File: src/rtl/car_game_pkg.sv
// Shared definitions for the car game obstacle logic.
//   X_W / Y_W       screen coordinate widths (X 10 bits, Y 9 bits)
//   SLOT_IDLE/...   per-slot state encoding
//   lane_of()       maps a 9-bit random X onto one of num_lanes lanes
//   lane_centre()   X coordinate of a lane centre
//   y_dist()        absolute difference of two Y coordinates
package car_game_pkg;

    localparam int X_W = 10;
    localparam int Y_W = 9;

    localparam logic [0:0] SLOT_IDLE   = 1'b0;
    localparam logic [0:0] SLOT_ACTIVE = 1'b1;

    // (rand_x * num_lanes) >> 9; num_lanes <= 4 keeps the product below 2^11
    function automatic logic [1:0] lane_of(input logic [8:0] rand_x, input int num_lanes);
        logic [11:0] prod;
        prod = 12'(rand_x) * 12'(num_lanes);
        return prod[10:9];
    endfunction

    function automatic logic [X_W-1:0] lane_centre(input logic [1:0] lane,
                                                   input int lane0_x,
                                                   input int lane_pitch);
        int x;
        x = lane0_x + int'(lane) * lane_pitch;
        return X_W'(x);
    endfunction

    function automatic logic [Y_W-1:0] y_dist(input logic [Y_W-1:0] a, input logic [Y_W-1:0] b);
        return (a >= b) ? (a - b) : (b - a);
    endfunction

endpackage

File: src/rtl/obstacle_car_bank_if.sv
// Bus between the game FSM / random generator (master) and the obstacle
// car bank (slave).
//   iSpawn/iRandX         spawn request pulse and random X
//   iTick/iSpeed          frame tick pulse and pixels per tick
//   iSalto                synchronous global clear
//   oPosX/oPosY/oActive   packed per-slot position and valid flags
//   oSpawnAck/oSpawnRej   spawn outcome pulses
//   oPassCount           saturating count of cars retired off screen
// Macro OBSTACLE_COLLISION_EN adds iPlayerX, iPlayerY and oHit.
interface obstacle_car_bank_if #(
    parameter int NUM_CARS = 4,
    parameter int SPEED_W  = 4,
    parameter int CNT_W    = 8
);
    logic                  iSpawn;
    logic [8:0]            iRandX;
    logic                  iTick;
    logic [SPEED_W-1:0]    iSpeed;
    logic                  iSalto;
    logic [NUM_CARS*10-1:0] oPosX;
    logic [NUM_CARS*9-1:0]  oPosY;
    logic [NUM_CARS-1:0]   oActive;
    logic                  oSpawnAck;
    logic                  oSpawnRej;
    logic [CNT_W-1:0]      oPassCount;
`ifdef OBSTACLE_COLLISION_EN
    logic [9:0]            iPlayerX;
    logic [8:0]            iPlayerY;
    logic                  oHit;

    modport master (
        output iSpawn, iRandX, iTick, iSpeed, iSalto, iPlayerX, iPlayerY,
        input  oPosX, oPosY, oActive, oSpawnAck, oSpawnRej, oPassCount, oHit
    );
    modport slave (
        input  iSpawn, iRandX, iTick, iSpeed, iSalto, iPlayerX, iPlayerY,
        output oPosX, oPosY, oActive, oSpawnAck, oSpawnRej, oPassCount, oHit
    );
`else
    modport master (
        output iSpawn, iRandX, iTick, iSpeed, iSalto,
        input  oPosX, oPosY, oActive, oSpawnAck, oSpawnRej, oPassCount
    );
    modport slave (
        input  iSpawn, iRandX, iTick, iSpeed, iSalto,
        output oPosX, oPosY, oActive, oSpawnAck, oSpawnRej, oPassCount
    );
`endif
endinterface

File: src/rtl/obstacle_slot.sv
// One obstacle car: state, X and Y registers, scrolling and retirement.
//   iClk, iRst_n   clock, asynchronous active-low reset
//   alloc, alloc_x take this slot for a new car at (alloc_x, 0)
//   tick, speed    frame tick and pixels per tick
//   salto          global clear, wins over everything else
//   active         slot holds a car
//   pos_x, pos_y   car position
//   retire         combinational: this tick moves the car off screen
//
// state       | meaning
// ------------+---------------------------------------------
// SLOT_IDLE   | no car; X/Y are 0 or the last retired X with Y=0
// SLOT_ACTIVE | car on screen, scrolls by speed on each tick
module obstacle_slot
    import car_game_pkg::*;
#(
    parameter int SCREEN_H = 480,
    parameter int SPEED_W  = 4
) (
    input  logic               iClk,
    input  logic               iRst_n,
    input  logic               alloc,
    input  logic [X_W-1:0]     alloc_x,
    input  logic               tick,
    input  logic [SPEED_W-1:0] speed,
    input  logic               salto,
    output logic               active,
    output logic [X_W-1:0]     pos_x,
    output logic [Y_W-1:0]     pos_y,
    output logic               retire
);
    localparam int YN_W = Y_W + 1;

    logic [0:0]      state;
    logic [YN_W-1:0] y_next;

    // one extra bit so a car near the bottom cannot wrap back to the top
    assign y_next = {1'b0, pos_y} + YN_W'(speed);
    assign active = (state == SLOT_ACTIVE);
    assign retire = tick && active && !salto && (y_next >= YN_W'(SCREEN_H));

    always_ff @(posedge iClk or negedge iRst_n) begin
        if (!iRst_n) begin
            state <= SLOT_IDLE;
            pos_x <= '0;
            pos_y <= '0;
        end else if (salto) begin
            state <= SLOT_IDLE;
            pos_x <= '0;
            pos_y <= '0;
        end else if (alloc) begin
            // only ever granted to an idle slot, so a same-cycle tick cannot apply
            state <= SLOT_ACTIVE;
            pos_x <= alloc_x;
            pos_y <= '0;
        end else if (retire) begin
            state <= SLOT_IDLE;
            pos_y <= '0;
        end else if (tick && active) begin
            pos_y <= y_next[Y_W-1:0];
        end
    end

endmodule

File: src/rtl/obstacle_car_bank.sv
// Bank of NUM_CARS obstacle cars over NUM_LANES lanes, between the random
// generator / game FSM and the sprite renderer.
//   iClk, iRst_n   clock, asynchronous active-low reset
//   bus            obstacle_car_bank_if.slave (spawn, tick, clear, positions,
//                  spawn ack/reject, pass counter)
// Optional feature macro: OBSTACLE_COLLISION_EN adds the player position
// inputs and the registered oHit flag.
module obstacle_car_bank
    import car_game_pkg::*;
#(
    parameter int NUM_CARS   = 4,
    parameter int NUM_LANES  = 2,
    parameter int LANE0_X    = 225,
    parameter int LANE_PITCH = 105,
    parameter int SCREEN_H   = 480,
    parameter int MIN_GAP    = 64,
    parameter int SPEED_W    = 4,
    parameter int CNT_W      = 8
) (
    input  logic                iClk,
    input  logic                iRst_n,
    obstacle_car_bank_if.slave  bus
);
    localparam int SUM_W = 4;  // NUM_CARS <= 8

    logic [NUM_CARS-1:0]     slot_active;
    logic [NUM_CARS-1:0]     slot_retire;
    logic [NUM_CARS-1:0]     free_onehot;
    logic [NUM_CARS-1:0]     alloc_vec;
    logic [X_W-1:0]          slot_x [NUM_CARS];
    logic [Y_W-1:0]          slot_y [NUM_CARS];
    logic                    have_free;
    logic                    gap_block;
    logic                    spawn_ok;
    logic [1:0]              spawn_lane;
    logic [X_W-1:0]          spawn_x;
    logic [SUM_W-1:0]        retire_sum;
    logic [CNT_W+SUM_W-1:0]  pass_sum;
    logic [CNT_W-1:0]        pass_next;
    logic [CNT_W-1:0]        pass_count;
    logic                    spawn_ack;
    logic                    spawn_rej;
    logic [NUM_CARS*X_W-1:0] pos_x_flat;
    logic [NUM_CARS*Y_W-1:0] pos_y_flat;

    assign spawn_lane = lane_of(bus.iRandX, NUM_LANES);
    assign spawn_x    = lane_centre(spawn_lane, LANE0_X, LANE_PITCH);

    // lowest-index idle slot; uses registered state so a slot retiring on
    // this tick is still busy until the next cycle
    always_comb begin
        free_onehot = '0;
        have_free   = 1'b0;
        for (int k = 0; k < NUM_CARS; k++) begin
            if (!slot_active[k] && !have_free) begin
                free_onehot[k] = 1'b1;
                have_free      = 1'b1;
            end
        end
    end

    // lane centres are distinct, so matching X is matching lane; Y is pre-tick
    always_comb begin
        gap_block = 1'b0;
        for (int k = 0; k < NUM_CARS; k++) begin
            if (slot_active[k] && (slot_x[k] == spawn_x) && (slot_y[k] < Y_W'(MIN_GAP))) begin
                gap_block = 1'b1;
            end
        end
    end

    assign spawn_ok  = bus.iSpawn && !bus.iSalto && have_free && !gap_block;
    assign alloc_vec = spawn_ok ? free_onehot : '0;

    for (genvar k = 0; k < NUM_CARS; k++) begin : g_slot
        obstacle_slot #(
            .SCREEN_H (SCREEN_H),
            .SPEED_W  (SPEED_W)
        ) u_slot (
            .iClk    (iClk),
            .iRst_n  (iRst_n),
            .alloc   (alloc_vec[k]),
            .alloc_x (spawn_x),
            .tick    (bus.iTick),
            .speed   (bus.iSpeed),
            .salto   (bus.iSalto),
            .active  (slot_active[k]),
            .pos_x   (slot_x[k]),
            .pos_y   (slot_y[k]),
            .retire  (slot_retire[k])
        );
    end

    always_comb begin
        retire_sum = '0;
        for (int k = 0; k < NUM_CARS; k++) begin
            retire_sum = retire_sum + SUM_W'(slot_retire[k]);
        end
    end

    assign pass_sum  = (CNT_W+SUM_W)'(pass_count) + (CNT_W+SUM_W)'(retire_sum);
    assign pass_next = (|pass_sum[CNT_W+SUM_W-1:CNT_W]) ? {CNT_W{1'b1}} : pass_sum[CNT_W-1:0];

    always_ff @(posedge iClk or negedge iRst_n) begin
        if (!iRst_n) begin
            spawn_ack  <= 1'b0;
            spawn_rej  <= 1'b0;
            pass_count <= '0;
        end else begin
            spawn_ack  <= spawn_ok;
            spawn_rej  <= bus.iSpawn && !bus.iSalto && !spawn_ok;
            pass_count <= pass_next;
        end
    end

    always_comb begin
        pos_x_flat = '0;
        pos_y_flat = '0;
        for (int k = 0; k < NUM_CARS; k++) begin
            pos_x_flat[k*X_W +: X_W] = slot_x[k];
            pos_y_flat[k*Y_W +: Y_W] = slot_y[k];
        end
    end

    assign bus.oPosX      = pos_x_flat;
    assign bus.oPosY      = pos_y_flat;
    assign bus.oActive    = slot_active;
    assign bus.oSpawnAck  = spawn_ack;
    assign bus.oSpawnRej  = spawn_rej;
    assign bus.oPassCount = pass_count;

`ifdef OBSTACLE_COLLISION_EN
    logic hit_any;
    logic hit_q;

    always_comb begin
        hit_any = 1'b0;
        for (int k = 0; k < NUM_CARS; k++) begin
            if (slot_active[k] && (slot_x[k] == bus.iPlayerX) &&
                (y_dist(slot_y[k], bus.iPlayerY) < Y_W'(32))) begin
                hit_any = 1'b1;
            end
        end
    end

    always_ff @(posedge iClk or negedge iRst_n) begin
        if (!iRst_n) begin
            hit_q <= 1'b0;
        end else begin
            hit_q <= hit_any;
        end
    end

    assign bus.oHit = hit_q;
`endif

endmodule

File: src/flat_wrapper.sv
// flat-port wrapper written by rule: the top's interface ports become plain ports
module obstacle_car_bank_flat import car_game_pkg::*;
#(
    parameter int NUM_CARS   = 4,
    parameter int NUM_LANES  = 2,
    parameter int LANE0_X    = 225,
    parameter int LANE_PITCH = 105,
    parameter int SCREEN_H   = 480,
    parameter int MIN_GAP    = 64,
    parameter int SPEED_W    = 4,
    parameter int CNT_W      = 8
)
  (iClk, iRst_n, bus_iSpawn, bus_iRandX, bus_iTick, bus_iSpeed, bus_iSalto, bus_oPosX, bus_oPosY, bus_oActive, bus_oSpawnAck, bus_oSpawnRej, bus_oPassCount);
  obstacle_car_bank_if #(.NUM_CARS(NUM_CARS), .SPEED_W(SPEED_W), .CNT_W(CNT_W)) bus_i ();
  input  logic iClk;
  input  logic iRst_n;
  input wire logic [$bits(bus_i.iSpawn)-1:0] bus_iSpawn;
  input wire logic [$bits(bus_i.iRandX)-1:0] bus_iRandX;
  input wire logic [$bits(bus_i.iTick)-1:0] bus_iTick;
  input wire logic [$bits(bus_i.iSpeed)-1:0] bus_iSpeed;
  input wire logic [$bits(bus_i.iSalto)-1:0] bus_iSalto;
  output wire logic [$bits(bus_i.oPosX)-1:0] bus_oPosX;
  output wire logic [$bits(bus_i.oPosY)-1:0] bus_oPosY;
  output wire logic [$bits(bus_i.oActive)-1:0] bus_oActive;
  output wire logic [$bits(bus_i.oSpawnAck)-1:0] bus_oSpawnAck;
  output wire logic [$bits(bus_i.oSpawnRej)-1:0] bus_oSpawnRej;
  output wire logic [$bits(bus_i.oPassCount)-1:0] bus_oPassCount;
  assign bus_i.iSpawn = bus_iSpawn;
  assign bus_i.iRandX = bus_iRandX;
  assign bus_i.iTick = bus_iTick;
  assign bus_i.iSpeed = bus_iSpeed;
  assign bus_i.iSalto = bus_iSalto;
  assign bus_oPosX = bus_i.oPosX;
  assign bus_oPosY = bus_i.oPosY;
  assign bus_oActive = bus_i.oActive;
  assign bus_oSpawnAck = bus_i.oSpawnAck;
  assign bus_oSpawnRej = bus_i.oSpawnRej;
  assign bus_oPassCount = bus_i.oPassCount;
  obstacle_car_bank #(.NUM_CARS(NUM_CARS), .NUM_LANES(NUM_LANES), .LANE0_X(LANE0_X), .LANE_PITCH(LANE_PITCH), .SCREEN_H(SCREEN_H), .MIN_GAP(MIN_GAP), .SPEED_W(SPEED_W), .CNT_W(CNT_W)) u_core (.iClk(iClk), .iRst_n(iRst_n), .bus(bus_i));
endmodule
File: config.mk
export PLATFORM = sky130hd
export DESIGN_NAME = obstacle_car_bank_flat
export DESIGN_NICKNAME = d
export VERILOG_FILES = /design/src/rtl/car_game_pkg.sv /design/src/rtl/obstacle_car_bank_if.sv /design/src/rtl/obstacle_slot.sv /design/src/rtl/obstacle_car_bank.sv /design/src/flat_wrapper.sv
export SDC_FILE = /design/constraint.sdc
export NUM_CORES = 1
export LEC_CHECK = 0
export BUFFER_PORTS_ARGS = -buffer_cell sky130_fd_sc_hd__buf_2
export CORE_MARGIN = 2
export CORE_UTILIZATION = 54
export DETAILED_ROUTE_END_ITERATION = 8
export PLACE_DENSITY = 0.86
export SETUP_SLACK_MARGIN = 0.3
export SLEW_MARGIN = 40
export SYNTH_ARGS = -nofsm -noshare
export SYNTH_HDL_FRONTEND = slang
export SYNTH_SLANG_ARGS = --single-unit
File: constraint.sdc
create_clock -name iClk -period 5.85 [get_ports iClk]
set_clock_uncertainty 0.05 [all_clocks]
set_input_delay 0.585 -clock iClk [delete_from_list [all_inputs] [get_ports iClk]]
set_output_delay 0.585 -clock iClk [all_outputs]
set_load 0.02 [all_outputs]
==> metrics.yaml, run 1 <==
worstSetupStartpointType: "input port"
post_synth.cell_area_avg_sq_um: 9.03
grt_setup_unrepaired: "false"
htree_levels: 3
arrival_ns: 5.09
boundaryPins: 108
die_y_microns: 92.3
coreArea_sq_um: 7650
ir_drop_mv: 0.154
yosys.area.top_type: "dfrtp_1"
slowest_stage: "or3b_2"
ys_ff_latch: 62
die-area_sq_um: 8510
clk_pin_slew_ns: 0.07
grt-ovfl-total: 0
yosys_warnings: 0
mostFrequentLayoutCells: "87 x buf_2, 62 x dfrtp_1, 45 x nand2_1"
drive_gt1_share_pct: 23.0
cts_resized: 0
drtIter0Drc: 176
cap_violations: 0
synth-edff-count: 0
synth_ff_type: "dfrtp_1"
p_comb_share_pct: 12.2
fp-row-count: 32
synthesis.area_sq_um: 4210
tightest_slew_ns: 0.765
path_cells: "buf_2, ha_1, inv_1, fa_1, nor2b_1, o21ai_0, o41ai_2, a32oi_1, nor3b_2, ha_1, inv_1, fa_1, inv_1, ha_1, inv_1, fa_1, inv_1, a21o_1, or3b_2, o21ai_0"
cts_num_sinks: 62
crit_path_frequent_cell: "inv_1"
grt_pass1_wl_mm: 16.5
switchingPower_mw: 0.255
pre_cts_ws_ns: 0.658
cts_tree: "yes"
wl_per_cell_microns: 15.9
antenna_cells: 0
powerDensity_nw_per_um2: 190
final.setup.worst_slack_ns: 0.955
final-hold-violation-count: 0
cts_buffer_depth: 2
clock_latency_ns: 0.34
root_buffer: "clkbuf_8"
route.final.wire_length_mm: 10.1
slew_viol_final: 0
p_leak_nw: 2.38
final.period_utilization_pct: 83.7
synthArstFlopShare_pct: 100
final-setup-viol-count: 0
syn2layout_area_growth_pct: 10.8
remaining_drc_errors: 0
p_clk_share_pct: 37.3
crit_fanout: 6
grt_usage_pct: 24.5
final_common_cell: "buf_2"
p_int_mw: 0.632
grt_antenna_before_repair: 0
tns_ns: 0
crit_path_end_kind: "flip-flop"
period_needed_ns: 4.90
grt_pass1_vias: 3521
status: "completed"
die_x_microns: 92.3
post_cts_buffers: 0
critical_path_required_ns: 6.04
drt_first_pass_iters: 4
grt_max_degree: 63
globalplace.congestion: 0.920
via_per_inst: 5.75
syn_inst: 466
hold_buffers: 0
antenna_left: 0
sw_frac_of_total_pct: 28.7
slowest_delay_ns: 0.53
fmax_mhz: 204
seqPwrFrac_pct: 50.5
hpwl_mm: 7.31
nets: 575
ys_types: 64
crit_type: "in -> reg"
min_path_type: "in -> async"
slew_headroom_pct: 48.8
cts_buffers: 9
start_util_pct: 55.0
synth_top_cells_by_area: "dfrtp_1 37%, ha_1 6.2%, buf_4 6.1%, a21oi_1 4.4%, nand2_1 4.0%"
port-buffer-count: 87
crit_buf_inv: 6
fill_cells: 679
yosysSeqAreaShare_pct: 36.9
num_vias: 3662
path_delay_family: "adder cells"
yosysTopAreaCellShare_pct: 36.9
[stage by stage]
step | std cells | hold slack (ns) | power [mW] | area [sq um] | util, %
6_report | 637 | 0.272 | 0.886 | 4660 | 60.9
5_1_grt | 637 | 0.315 | 0.923 | 4660 | 60.9
4_1_cts | 637 | 0.391 | 0.893 | 4660 | 60.9
3_5_place_dp | 621 | 0.470 | 0.563 | 4490 | 58.7
3_3_place_gp | 621 | 0.456 | 0.559 | 4490 | 58.7
2_1_floorplan | 477 | 0.239 | 0.539 | 4250 | -
[cells by family after synthesis]
kind of cell,Yosys count,synth area share [%]
buffers and inverters,77,10.7
flip-flops,62,36.9
other,1,0.0891
multiplexers,4,0.981
AO/OA/AOI/OAI,100,15.5
adder cells (fa/ha/maj),27,9.10
AND/OR/NAND/NOR,177,23.0
XOR/XNOR,18,3.75
[synth_stat cells, drive strengths merged, types with 8 or more instances]
cell	number
xnor2	11
or3	8
nor3	11
nand2	45
inv	29
nand4	8
buf	40
ha	21
nor2	35
o211ai	11
nand3	22
a21oi	37
nor3b	10
o21ai	17
dfrtp	62
[registers in the layout, indices dropped and copies added, names as in the netlist]
register                     count
u_core.g_slot.u_slot.pos_y      36
u_core.g_slot.u_slot.pos_x      12
u_core.bus.oPassCount            8
u_core.g_slot.u_slot.active      4
u_core.bus.oSpawnAck             1
u_core.bus.oSpawnRej             1
[final timing paths]
kind                                                        from                          endpoint  slack [ns]  depth (start not counted)
min in group iClk                                     bus_iSpawn              u_core.bus.oSpawnRej        0.48                          2
max in group asynchronous                                 iRst_n          u_core.bus.oPassCount[1]        5.08                          2
worst max-delay path                               bus_iSpeed[0]          u_core.bus.oPassCount[4]        0.95                         20
worst max register to register  u_core.g_slot[0].u_slot.pos_y[0]          u_core.bus.oPassCount[4]        0.99                         19
worst min-delay path                                      iRst_n  u_core.g_slot[2].u_slot.pos_y[4]        0.27                          2
worst min register to register  u_core.g_slot[0].u_slot.pos_y[2]  u_core.g_slot[0].u_slot.pos_y[2]        0.49                          2
[power by group through the flow]
stage          combinational, mW  clock [mW]  sequential [mW]
2_1_floorplan             0.0793           0            0.460
3_3_place_gp               0.104           0            0.455
3_5_place_dp               0.108           0            0.455
4_1_cts                    0.108       0.337            0.447
5_1_grt                    0.119       0.355            0.448
6_report                   0.109       0.331            0.447
[area by class of cell]
type | count | area, sq um | share of cell area [%]
Inverter | 30 | 113 | 2.42
Clock inverter | 4 | 22.5 | 0.483
Multi-Input combinational cell | 338 | 2250 | 48.2
Sequential cell | 62 | 1550 | 33.3
Timing Repair Buffer | 89 | 454 | 9.74
Clock buffer | 12 | 145 | 3.11
Tap cell | 102 | 128 | 2.74
[layer usage]
metal / global-route usage (%) / share of wire (%)
met1: 30.4 / 41
met5: 0 / 0
met4: 10.4 / 2.4
met2: 41.7 / 49
met3: 4.77 / 7.1
No activity file was read; power rests on OpenSTA's default activity.
==> inputs of run 2 (changes only) <==
ABC_AREA = 1   (was unset)
CORE_UTILIZATION = 55   (was 54)
clock period = 4.8 ns   (was 5.85 ns; I/O delays follow)
==> run 2 against run 1 <==
- non-clock buffer count increased by 4
- die area increased by 8.5%
- total power increased by 46%
- via count increased by 23%
- clock power increased by 24%
- core utilization increased by 3.1 points
- count of clock-buffer cells in the layout increased by 2
- cell area increased by 13%
- synthesized cell count increased by 41%
- first-iteration DRC count increased by 55%
- highest routed layer unchanged
==> metrics.yaml, run 2 <==
status: "completed"
yosys.area.top_type: "dfrtp_1"
p_int_mw: 0.860  # +36%
synthArstFlopShare_pct: 100  # unchanged
wl_per_cell_microns: 13.5  # -15%
post_synth.cell_area_avg_sq_um: 7.09  # -21%
finalCoreUtilization_pct: 64.0  # +3.1 points
via_per_inst: 5.31  # -7.7%
tns_ns: 0  # unchanged
critical_path_required_ns: 5.01  # -1.03 ns
drt_first_pass_iters: 5  # +1
use_met2_pct: 44.3  # +2.5 points
mostFrequentLayoutCells: "212 x nand2_1, 98 x inv_1, 87 x buf_2"
yosysMostFrequentCell: "nand2_1"
fill_cells: 705  # +3.8%
htree_levels: 3  # unchanged
globalplace.congestion: 0.916  # -0.38%
clk_pin_slew_ns: 0.07  # about the same
synth_ff_type: "dfrtp_1"
pre_cts_ws_ns: 0.222  # -0.436 ns
grt_max_degree: 63  # unchanged
ys_ff_latch: 62  # unchanged
dpl-instance-area_sq_um: 5050  # +12%
crit_path_end_kind: "flip-flop"
grt_antenna_before_repair: 0  # unchanged
ys_types: 38  # -41%
boundaryPins: 108  # unchanged
hpwl_mm: 8.33  # +14%
root_buffer: "clkbuf_8"
final.setup.worst_slack_ns: 0.540  # -0.415 ns
cts_buffers: 9  # unchanged
cts_num_sinks: 62  # unchanged
drive_gt1_share_pct: 20.3  # -2.7 points
arrival_ns: 4.47  # -0.62 ns
met3_usage_pct: 6.73  # +2.0 points
final_common_cell: "nand2_1"
ir_drop_mv: 0.161  # +4.2%
grt-ovfl-total: 0  # unchanged
synth_top_cells_by_area: "dfrtp_1 33%, nand2_1 17%, inv_1 7.9%, nand3_1 6.9%, ha_1 5.6%"
yosys_warnings: 0  # unchanged
syn2layout_area_growth_pct: 12.8
cts_buffer_depth: 2  # unchanged
yosysSeqAreaShare_pct: 33.3  # -3.6 points
synthesis.area_sq_um: 4670  # +11%
sw_frac_of_total_pct: 33.7  # +4.9 points
clock_latency_ns: 0.34  # about the same
grt_busiest_layer: "met2"
powerDensity_nw_per_um2: 246  # +29%
slew_headroom_pct: 61.4  # +13 points
p_leak_nw: 3.18  # +34%
seqPwrFrac_pct: 44.8  # -5.7 points
antenna_left: 0  # unchanged
fp-row-count: 33  # +3.1%
grt_pass1_vias: 4206  # +19%
p_clk_share_pct: 31.7  # -5.6 points
port-buffer-count: 87  # unchanged
yosysTopAreaCellShare_pct: 33.3  # -3.6 points
grt_usage_pct: 26.8  # +2.3 points
die_x_microns: 96.1  # +4.2%
final-setup-viol-count: 0  # unchanged
p_comb_share_pct: 23.4  # +11 points
min_path_type: "in -> async"
largest_reg_flops: 36  # unchanged
met1_usage_pct: 33.4  # +3.0 points
final.period_utilization_pct: 88.7
period_needed_ns: 4.26
antenna_cells: 0  # unchanged
die_y_microns: 96.1  # +4.2%
grt_setup_unrepaired: "false"
worstSetupStartpointType: "flip-flop"
crit_type: "reg -> reg"
synthTopCellsByCount: "213 x nand2_1, 98 x inv_1, 64 x nand3_1, 62 x dfrtp_1, 41 x nor2_1"
layout.area.seq_sq_um: 1550  # unchanged
multiInputGateArea_sq_um: 2490  # +11%
coreArea_sq_um: 8220  # +7.4%
stdcell_area_sq_um: 5260  # +13%
fmax_mhz: 235
top_register: "u_core.g_slot.u_slot.pos_y"
syn_inst: 658  # +41%
die-area_sq_um: 9240  # +8.5%
switchingPower_mw: 0.436  # +71%
route.final.wire_length_mm: 11.4  # +13%
nets: 784  # +36%
crit_fanout: 6  # unchanged
dp_cells: 831  # +34%
cap_violations: 0  # unchanged
drtIter0Drc: 272  # +55%
start_util_pct: 56.8  # +1.8 points
final-hold-violation-count: 0  # unchanged
cts_tree: "yes"
finalNonFillerCells: 848  # +33%
slew_viol_final: 0  # unchanged
tightest_slew_ns: 0.579  # -0.186 ns
num_vias: 4502  # +23%
remaining_drc_errors: 0  # unchanged
grt_pass1_wl_mm: 19.1  # +16%
synth-edff-count: 0  # unchanged
-- run 2: per-layer routing --
layer,wire [microns],part of all wire (%)
met5,0,0
met1,4610,40
met4,275,2.4
met2,5610,49
met3,936,8.2
-- run 2: final timing paths --
check | startpoint | end | slack, ns | cells after the start
hold reg to reg | u_core.g_slot[0].u_slot.pos_x[6] | u_core.g_slot[0].u_slot.pos_x[6] | 0.46 | 2
min in group iClk | bus_iSpawn | u_core.bus.oSpawnRej | 0.34 | 3
hold / removal | iRst_n | u_core.g_slot[3].u_slot.pos_y[7] | 0.16 | 2
setup / recovery | u_core.g_slot[1].u_slot.pos_y[0] | u_core.bus.oPassCount[2] | 0.54 | 26
setup reg to reg | u_core.g_slot[1].u_slot.pos_y[0] | u_core.bus.oPassCount[2] | 0.54 | 26
max in group asynchronous | iRst_n | u_core.g_slot[2].u_slot.pos_y[2] | 4.12 | 2
-- run 2: cells by family after synthesis --
family | after synthesis | share of synthesized area (%)
and+or+nand+nor | 384 | 38.5
DFF | 62 | 33.3
other | 1 | 0.0804
AOI/OAI and AO/OA | 23 | 3.08
adders and majority gates | 27 | 8.21
buffers and inverters | 150 | 14.9
xor gates and xnor gates | 11 | 2.06
-- run 2: layout make-up --
cell class                 count  area share, %
multi-input combinational    457           47.3
sequential                    62           29.5
timing repair buffer          93           9.20
inverter                     116           8.32
clock buffer                  14           3.09
tap                          105           2.50
clock inverter                 1         0.0951
-- run 2: power by group through the flow --
stage	clock network, mW	registers [mW]	logic, mW
4_1_cts	0.417	0.581	0.302
3_3_place_gp	0	0.589	0.289
6_report	0.411	0.581	0.304
3_5_place_dp	0	0.591	0.299
5_1_grt	0.443	0.585	0.342
2_1_floorplan	0	0.615	0.199
-- run 2: critical path, stage by stage, from the launching register on --
cell and delay, ns:
dfrtp_1 0.40, ha_1 0.18, inv_1 0.05, fa_1 0.40
inv_1 0.09, nand3_1 0.10, nand3_2 0.13, nand2_1 0.06
nand2_1 0.05, nand2_1 0.07, nor2_1 0.11, nand2_1 0.06
nand2_1 0.08, nand2_1 0.09, inv_1 0.07, ha_1 0.26
inv_1 0.09, fa_1 0.42, inv_1 0.07, ha_1 0.16
inv_1 0.06, fa_1 0.37, nor2_1 0.14, nor2_1 0.10
nor3_2 0.25, nand3_2 0.17, o21ai_0 0.11
-- run 2: timing repair --
item / CTS / global route
resized for setup: 0 / 6
endpoints found under the hold margin: 0 / 0
hold buffers: 0 / 0
setup buffers: 0 / 2
endpoints found under the setup margin: 0 / 8
-- run 2: through the flow --
| step | total power, mW | hold slack (ns) |
|---|---|---|
| 2_1_floorplan | 0.814 | 0.134 |
| 3_3_place_gp | 0.878 | 0.440 |
| 3_5_place_dp | 0.889 | 0.446 |
| 4_1_cts | 1.30 | 0.284 |
| 5_1_grt | 1.37 | 0.213 |
| 6_report | 1.30 | 0.156 |
